**src/rtl/uart_rx_line_capt_if.sv**
```systemverilog
// uart_rx_line_capt_if: byte handshake from the RX FIFO and captured-line output of the line capture block.
interface uart_rx_line_capt_if #(
    parameter int PARM_LINE_CHARS = 32,
    parameter int PARM_LEN_BITS   = 6
);
    logic [7:0]                       i_rx_data;
    logic                             i_rx_valid;
    logic                             o_rx_ready;
    logic [(PARM_LINE_CHARS+2)*8-1:0] o_dat_ascii_line;
    logic [PARM_LEN_BITS-1:0]         o_line_len;
    logic                             o_line_valid;
    logic                             o_line_trunc;
    logic                             i_line_ack;

    modport slave (
        input  i_rx_data, i_rx_valid, i_line_ack,
        output o_rx_ready, o_dat_ascii_line, o_line_len, o_line_valid, o_line_trunc
    );

    modport master (
        output i_rx_data, i_rx_valid, i_line_ack,
        input  o_rx_ready, o_dat_ascii_line, o_line_len, o_line_valid, o_line_trunc
    );
endinterface

```
**src/rtl/uart_rx_line_capt.sv**
```systemverilog
// uart_rx_line_capt: assembles printable RX bytes into a space-padded, CR LF terminated line held until acknowledged.
module uart_rx_line_capt #(
    parameter int PARM_LINE_CHARS = 32,
    parameter int PARM_LEN_BITS   = 6
) (
    input  logic                 i_clk_20mhz,
    input  logic                 i_rstn_20mhz,
    uart_rx_line_capt_if.slave   bus
);
    localparam int LW = (PARM_LINE_CHARS + 2) * 8;
    localparam logic [1:0] ST_LINE_COLL = 2'd0;
    localparam logic [1:0] ST_LINE_DISC = 2'd1;
    localparam logic [1:0] ST_LINE_HOLD = 2'd2;
    localparam logic [PARM_LEN_BITS-1:0] MAX_LEN = PARM_LEN_BITS'(PARM_LINE_CHARS);

    logic [1:0]               state_q, state_d;
    logic [PARM_LEN_BITS-1:0] cnt_q, cnt_d;
    logic                     trunc_q, trunc_d;
    logic [7:0]               char_q [PARM_LINE_CHARS];
    logic [7:0]               char_d [PARM_LINE_CHARS];
    logic [LW-1:0]            line;
    logic [7:0]               b;
    logic                     rdy, acc, is_prn, is_bs, is_term;

    assign b       = bus.i_rx_data;
    assign rdy     = state_q != ST_LINE_HOLD;
    assign acc     = bus.i_rx_valid && rdy;
    assign is_prn  = b >= 8'h20 && b <= 8'h7E;
    assign is_bs   = b == 8'h08 || b == 8'h7F;
    assign is_term = b == 8'h0D || b == 8'h0A;

    always_comb begin
        state_d = state_q;
        cnt_d   = cnt_q;
        trunc_d = trunc_q;
        char_d  = char_q;
        if (state_q == ST_LINE_HOLD) begin
            if (bus.i_line_ack) begin
                state_d = ST_LINE_COLL;
                cnt_d   = '0;
                trunc_d = 1'b0;
                for (int i = 0; i < PARM_LINE_CHARS; i++) char_d[i] = 8'h20;
            end
        end else if (acc && state_q == ST_LINE_DISC) begin
            // overflowed line: everything up to the terminator is dropped
            if (is_term) begin
                state_d = ST_LINE_HOLD;
                cnt_d   = MAX_LEN;
                trunc_d = 1'b1;
            end
        end else if (acc) begin
            if (is_prn && cnt_q < MAX_LEN) begin
                for (int i = 0; i < PARM_LINE_CHARS; i++)
                    if (cnt_q == PARM_LEN_BITS'(i)) char_d[i] = b;
                cnt_d = cnt_q + PARM_LEN_BITS'(1);
            end else if (is_prn) begin
                trunc_d = 1'b1;
                state_d = ST_LINE_DISC;
            end else if (is_bs && cnt_q != '0) begin
                for (int i = 0; i < PARM_LINE_CHARS; i++)
                    if (cnt_q == PARM_LEN_BITS'(i + 1)) char_d[i] = 8'h20;
                cnt_d = cnt_q - PARM_LEN_BITS'(1);
            end else if (is_term && cnt_q != '0) begin
                state_d = ST_LINE_HOLD;
            end
        end
    end

    always_ff @(posedge i_clk_20mhz or negedge i_rstn_20mhz) begin
        if (!i_rstn_20mhz) begin
            state_q <= ST_LINE_COLL;
            cnt_q   <= '0;
            trunc_q <= 1'b0;
            for (int i = 0; i < PARM_LINE_CHARS; i++) char_q[i] <= 8'h20;
        end else begin
            state_q <= state_d;
            cnt_q   <= cnt_d;
            trunc_q <= trunc_d;
            char_q  <= char_d;
        end
    end

    // slot 0 lands in the most significant byte; CR LF is fixed in the low bytes
    always_comb begin
        line       = '0;
        line[15:0] = 16'h0D0A;
        for (int i = 0; i < PARM_LINE_CHARS; i++) line[LW-1-8*i -: 8] = char_q[i];
    end

    assign bus.o_rx_ready       = rdy;
    assign bus.o_line_valid     = state_q == ST_LINE_HOLD;
    assign bus.o_line_trunc     = state_q == ST_LINE_HOLD && trunc_q;
    assign bus.o_line_len       = cnt_q;
    assign bus.o_dat_ascii_line = line;
endmodule
```
**src/flat_wrapper.sv**
```systemverilog
// flat-port wrapper written by rule: the top's interface ports become plain ports
module uart_rx_line_capt_flat 
#(
    parameter int PARM_LINE_CHARS = 32,
    parameter int PARM_LEN_BITS   = 6
)
  (i_clk_20mhz, i_rstn_20mhz, bus_i_rx_data, bus_i_rx_valid, bus_i_line_ack, bus_o_rx_ready, bus_o_dat_ascii_line, bus_o_line_len, bus_o_line_valid, bus_o_line_trunc);
  uart_rx_line_capt_if #(.PARM_LINE_CHARS(PARM_LINE_CHARS), .PARM_LEN_BITS(PARM_LEN_BITS)) bus_i ();
  input  logic i_clk_20mhz;
  input  logic i_rstn_20mhz;
  input wire logic [$bits(bus_i.i_rx_data)-1:0] bus_i_rx_data;
  input wire logic [$bits(bus_i.i_rx_valid)-1:0] bus_i_rx_valid;
  input wire logic [$bits(bus_i.i_line_ack)-1:0] bus_i_line_ack;
  output wire logic [$bits(bus_i.o_rx_ready)-1:0] bus_o_rx_ready;
  output wire logic [$bits(bus_i.o_dat_ascii_line)-1:0] bus_o_dat_ascii_line;
  output wire logic [$bits(bus_i.o_line_len)-1:0] bus_o_line_len;
  output wire logic [$bits(bus_i.o_line_valid)-1:0] bus_o_line_valid;
  output wire logic [$bits(bus_i.o_line_trunc)-1:0] bus_o_line_trunc;
  assign bus_i.i_rx_data = bus_i_rx_data;
  assign bus_i.i_rx_valid = bus_i_rx_valid;
  assign bus_i.i_line_ack = bus_i_line_ack;
  assign bus_o_rx_ready = bus_i.o_rx_ready;
  assign bus_o_dat_ascii_line = bus_i.o_dat_ascii_line;
  assign bus_o_line_len = bus_i.o_line_len;
  assign bus_o_line_valid = bus_i.o_line_valid;
  assign bus_o_line_trunc = bus_i.o_line_trunc;
  uart_rx_line_capt #(.PARM_LINE_CHARS(PARM_LINE_CHARS), .PARM_LEN_BITS(PARM_LEN_BITS)) u_core (.i_clk_20mhz(i_clk_20mhz), .i_rstn_20mhz(i_rstn_20mhz), .bus(bus_i));
endmodule
```
**config.mk**
```make
export PLATFORM = sky130hd
export DESIGN_NAME = uart_rx_line_capt_flat
export DESIGN_NICKNAME = d
export VERILOG_FILES = /design/src/rtl/uart_rx_line_capt_if.sv /design/src/rtl/uart_rx_line_capt.sv /design/src/flat_wrapper.sv
export SDC_FILE = /design/constraint.sdc
export NUM_CORES = 1
export LEC_CHECK = 0
export CAP_MARGIN = 20
export CORE_MARGIN = 2
export CORE_UTILIZATION = 50
export CTS_CLUSTER_DIAMETER = 60
export DETAILED_ROUTE_END_ITERATION = 16
export PLACE_DENSITY = 0.81
export RECOVER_POWER = 50
export SYNTH_ARGS = -nofsm -noshare
export SYNTH_HDL_FRONTEND = slang
export SYNTH_SLANG_ARGS = --single-unit
```
**constraint.sdc**
```tcl
create_clock -name i_clk_20mhz -period 3 [get_ports i_clk_20mhz]
set_clock_uncertainty 0.15 [all_clocks]
set_input_delay 0.75 -clock i_clk_20mhz [delete_from_list [all_inputs] [get_ports i_clk_20mhz]]
set_output_delay 0.75 -clock i_clk_20mhz [all_outputs]
set_load 0.03 [all_outputs]
```
# Yosys cells after proc, flatten, opt, wreduce, memory -nomap -nowiden
# Cells that the tools add are included.
dict set report word_totals {
  latch_bits 0
  wordCells 297
  mem_count 0
  regBits 265
  input_bits 12
  ramBits 0
  romBits 0
  out_inout_bits 281
}
dict set report classes {
  n_reduce_logical 84
  n_bitwise 0
  eq_ne 78
  add_sub_neg 2
  mux 95
  mul 0
  order_cmp 3
  shifts 0
  n_div 0
}
# op n
set ops {}
lappend ops {{256-bit two-way mux} 7}
lappend ops {{8-bit two-way mux} 64}
lappend ops {{7-bit AND reduction} 32}
lappend ops {{3-bit nonzero test} 35}
lappend ops {{3-bit inequality test (second input constant)} 33}
lappend ops {{6-bit by 5-bit equality test with 1-bit output (second input constant)} 16}
lappend ops {{6-bit by 4-bit equality test with 1-bit output (second input constant)} 8}
lappend ops {{6-bit two-way mux} 8}
lappend ops {{6-bit by 3-bit equality test with 1-bit output (second input constant)} 4}
lappend ops {{8-bit by 4-bit equality test with 1-bit output (second input constant)} 3}
lappend ops {{2-bit two-way mux} 9}
lappend ops {{6-bit by 2-bit equality test with 1-bit output (second input constant)} 2}
lappend ops {{5-bit AND reduction} 2}
lappend ops {{8-bit by 7-bit equality test with 1-bit output (second input constant)} 1}
lappend ops {{8-bit by 6-bit >= comparator with 1-bit output (second input constant)} 1}
lappend ops {{8-bit by 7-bit <= comparator with 1-bit output (second input constant)} 1}
lappend ops {{4-bit nonzero test} 2}
lappend ops {{1-bit logical AND} 7}
lappend ops {{1-bit two-way mux} 7}
lappend ops {{6-bit by 1-bit adder with 6-bit output (second input constant)} 1}
lappend ops {{6-bit by 1-bit equality test with 1-bit output (second input constant)} 1}
lappend ops {{6-bit equality test (second input constant)} 1}
lappend ops {{6-bit logical NOT} 1}
lappend ops {{6-bit < comparator (second input constant)} 1}
lappend ops {{11 further kinds} 15}

# Longest topological paths before layout
dict set report depth {
  depth_word 10
  ltp_mapped 9
}

# Worst setup path after synthesis
# Ideal clock, no wire load.
dict set report synth_path {
  path_type {register -> register}
  start {register u_core.cnt_q[0], in the netlist u_core.bus.o_line_len[0]}
  end {register u_core.char_q, in the netlist u_core.bus.o_dat_ascii_line[136]}
  t_arrival_ns 2.657
  stages_incl_launch_ff 9
  setup_slack_ns 0.069
  required_time_ns 2.725
  cell_sequence {dfrtp_1 -> inv_1 -> ha_1 -> nor3b_2 -> nand2_1 -> clkbuf_1 -> o2111ai_1 -> a221oi_4 -> mux2_2}
}
dict set report synth_via {
  elab_chain_len 6
  elab_cells_between_ends 15
  classes_between {order compare (1); eq/ne (4); mux (4); reduce/logical (6)}
}
# item line_no
set synth_lines {}
lappend synth_lines {{start: declaration} uart_rx_line_capt.sv:17} ;# logic [PARM_LEN_BITS-1:0] cnt_q, cnt_d;
lappend synth_lines {{start signal: assignment} uart_rx_line_capt.sv:77} ;# cnt_q <= cnt_d;
lappend synth_lines {{6-bit < comparator} uart_rx_line_capt.sv:52} ;# if (is_prn && cnt_q < MAX_LEN) begin
lappend synth_lines {{1-bit logical AND} uart_rx_line_capt.sv:52}
lappend synth_lines {{256-bit two-way mux} uart_rx_line_capt.sv:52}
lappend synth_lines {{256-bit two-way mux} uart_rx_line_capt.sv:51} ;# end else if (acc) begin
lappend synth_lines {{256-bit two-way mux} uart_rx_line_capt.sv:44} ;# end else if (acc && state_q == ST_LINE_DISC) begin
lappend synth_lines {{256-bit two-way mux} uart_rx_line_capt.sv:37} ;# if (state_q == ST_LINE_HOLD) begin
lappend synth_lines {{end signal: assignment} uart_rx_line_capt.sv:79} ;# char_q <= char_d;
lappend synth_lines {{end: declaration} uart_rx_line_capt.sv:19} ;# logic [7:0] char_q [PARM_LINE_CHARS];
# Several ways; a longest one is shown, not always the timed one. The select of a mux whose other input is x is not followed.
# A chain may end at the register's enable or synchronous reset.

# Final worst setup path
dict set report layout_path {
  start {register u_core.cnt_q[3], in the netlist u_core.bus.o_line_len[3]}
  end {output port bus_o_line_len[3]}
}
# item line_no
set layout_lines {}
lappend layout_lines {{end: declaration} flat_wrapper.sv:16} ;# output wire logic [$bits(bus_i.o_line_len)-1:0] bus_o_line_len;
# No word-level cell between the ends.

==> run summary <==
Top delay family on crit path -> buffers and inverters
# setup viols final -> 0
Final Wtd Congestion -> 0.9460
Largest net degree at the start of global routing -> 78
Drt drc -> 0
Routed vias -> 8,277
Crit-path cells -> buf_4 > clkdlybuf4s50_1
Fin Setup TNS -> 0 ns
TritonCTS Sinks -> 265
HP Class -> flip-flop to flip-flop
Final slew viol count -> 0
Routed len/inst -> 22.19 um
Pwr dens -> 1120 nW/um^2
Async SR Flop Fraction -> 100.0%
DRT Pass-1 Iters -> 5
# Max-Cap Violations -> 0
Starting DRT DRC Count -> 434
Dpl hpwl -> 22.97 mm
Peak supply drop -> 0.0006841 V
Initial antenna violation count -> 0
Clock buffer depth -> 3
Final period util -> 97.31%
Nets -> 1,170
CTS H-tree lvls -> 1
Vias per std cell -> 5.540
Root Buffer -> clkbuf_16
Number of synthesized flops with an enable pin -> 0
Area after DPL -> 16,020 um^2
Final WL -> 33.15 mm
YS warnings -> 0
Clock Latency Late Sink -> 0.53 ns
Rel. slew slack -> 3.598%
Slowest CP cell -> clkdlybuf4s50_1
Storage cell area -> 6674 um^2
Die area -> 24,780 um^2
Final setup margin -> 0.08084 ns
Die Y -> 157.4 um
Crit. End Element -> primary output
Final Hold Fails -> 0
Post-route insts no fill -> 1,494
Die X -> 157.4 um
First-pass GRT wire length -> 51.12 mm
Average cell area after synthesis -> 14.62 um^2
Share of post-route cells with drive strength above 1 -> 37.11%
CTS tree -> done
Slew @ Worst Pin -> 1.446 ns
GRT Util Overall -> 26.78%
Multi-input gate area -> 4796 um^2
Core Box Area -> 23,260 um^2
Synth Cell Area -> 11,770 um^2
CP Class -> flip-flop to primary output
Design Area, Final -> 16,960 um^2
Arr. time, crit path -> 2.02 ns
Fmax -> 0.3426 GHz
Area Growth Syn to Fin -> 44.15%
Setup WS pre-CTS -> -0.4207 ns
Initial Util -> 50.59%
CTS buffer count -> 28
Detail Route Antenna Nets -> 0
Placed cell count -> 1,441
Unrepaired setup endpoints after global routing -> no
Slowest stage delay, CP -> 0.70 ns
Netlist cell types -> 53
Crit-path max FO -> 14
Vias in the first global route -> 8,763
Ant. Diodes -> 0
Worst path bufs/invs -> 2
Fill cells -> 1,534
Startpoint Class -> flip-flop
P_leak -> 7.792 nW
Post-route minimum period -> 2.919 ns
Dominant synthesized flop cell -> dfrtp_1
Post-Synthesis Cells -> 805
Seq cells post-synth -> 265
Total gr overflow -> 0
Min Hold Slack -> 0.3339 ns
WP data required -> 2.10 ns
Register area share after synthesis -> 56.69%
Row cnt -> 56
Port bufs -> 276
Clock-pin slew of the registers on the worst-case setup and hold paths -> 0.06 ns
# IOs -> 293
Status -> completed
## final timing paths
check,start,endpoint,slack [ns],depth (start not counted)
setup / recovery,u_core.bus.o_line_len[3],bus_o_line_len[3],0.08,2
hold / removal,u_core.bus.o_dat_ascii_line[73],u_core.bus.o_dat_ascii_line[73],0.33,1
setup reg to reg,u_core.bus.o_line_len[1],u_core.bus.o_dat_ascii_line[58],0.23,8
hold reg to reg,u_core.bus.o_dat_ascii_line[73],u_core.bus.o_dat_ascii_line[73],0.33,1
max in group asynchronous,i_rstn_20mhz,u_core.bus.o_dat_ascii_line[251],0.38,3
min in group asynchronous,i_rstn_20mhz,u_core.bus.o_dat_ascii_line[63],0.94,2
## layout make-up
class                      instances  share of cell area, %
clock buffer                      46                  5.127
clock inverter                     6                 0.4942
inverter                           5                 0.1106
multi-input combinational        476                  28.27
sequential                       265                  39.35
tap                              319                  2.353
timing repair buffer             377                  24.30
## cells by family after synthesis
group | count (synthesis) | share of synthesized area [%]
adders and majority gates | 5 | 0.5316
buffers and inverters | 78 | 3.296
xor gates and xnor gates | 1 | 0.07444
DFF | 265 | 56.69
other | 2 | 0.06382
and+or+nand+nor | 125 | 6.018
muxes | 228 | 21.79
AOI/OAI and AO/OA | 101 | 11.54
## registers in the layout, summed over array words and instances, names as in the netlist
| register | count |
|---|---|
| u_core.trunc_q | 1 |
| u_core.bus.o_line_len | 6 |
| u_core.state_q | 2 |
| u_core.bus.o_dat_ascii_line | 256 |
## layout by cell type, fill, tap and decap left out, types with 15 or more instances in the layout
cell type        instances
dlygate4sd3_1          131
buf_12                  47
o2111ai_1               22
conb_1                  16
dfstp_2                 32
mux2_2                 217
clkdlybuf4s50_1        142
clkbuf_16               29
dfrtp_1                231
o211ai_1                16
buf_4                   50
nand2_1                 35
and2_1                  15
a221oi_4                30
nor2b_1                 35
## metrics by stage
stage	util (%)	total power [mW]
6_report	72.92	19.00
5_1_grt	72.92	19.77
4_1_cts	73.00	19.31
3_5_place_dp	68.86	15.68
3_3_place_gp	68.86	15.47
2_1_floorplan	-	11.07
## cell usage after synthesis (all sizes together), types with 2 or more instances
library cell | instances | share of area (%)
dfrtp | 233 | 50
mux2 | 225 | 22
buf | 39 | 2.1
nand2 | 35 | 1.1
nor2b | 35 | 1.9
clkbuf | 34 | 1.1
dfstp | 32 | 7.1
a221oi | 30 | 6.7
o2111ai | 22 | 1.6
o211ai | 16 | 1.0
and2 | 15 | 0.80
nor2 | 7 | 0.22
nor3 | 6 | 0.35
a21oi | 5 | 0.21
ha | 5 | 0.53
inv | 5 | 0.16
nand2b | 5 | 0.27
nand4 | 4 | 0.21
a211o | 3 | 0.22
a211oi | 3 | 0.30
a21o | 3 | 0.19
a31oi | 3 | 0.16
and3 | 3 | 0.16
mux2i | 3 | 0.26
nand3b | 3 | 0.19
o21ai | 3 | 0.13
a221o | 2 | 0.17
and3b | 2 | 0.15
conb | 2 | 0.064
nand3 | 2 | 0.085
nor3b | 2 | 0.21
o21a | 2 | 0.13
or3 | 2 | 0.11
## what timing repair did
item,CTS,global route
setup buffers,0,0
endpoints found under the hold margin,4,0
endpoints found under the setup margin,3,47
gates resized for setup,3,4
hold buffers,1,0
## routing by layer
layer / track usage [%] / up-vias / wire (um)
li1: - / 3609 / -
met2: 45.02 / 348 / 16710
met1: 33.20 / 4241 / 12610
met3: 6.911 / 79 / 2571
met4: 10.43 / 0 / 1257
met5: 0 / - / 0
## where the power goes
group          internal, mW  total (mW)  switching (mW)
Sequential             4.87        5.58           0.701
Clock                  2.14        3.54            1.39
Combinational          4.35        9.89            5.54
Total                  11.4        19.0            7.63
(Power assumes the default switching activity.)
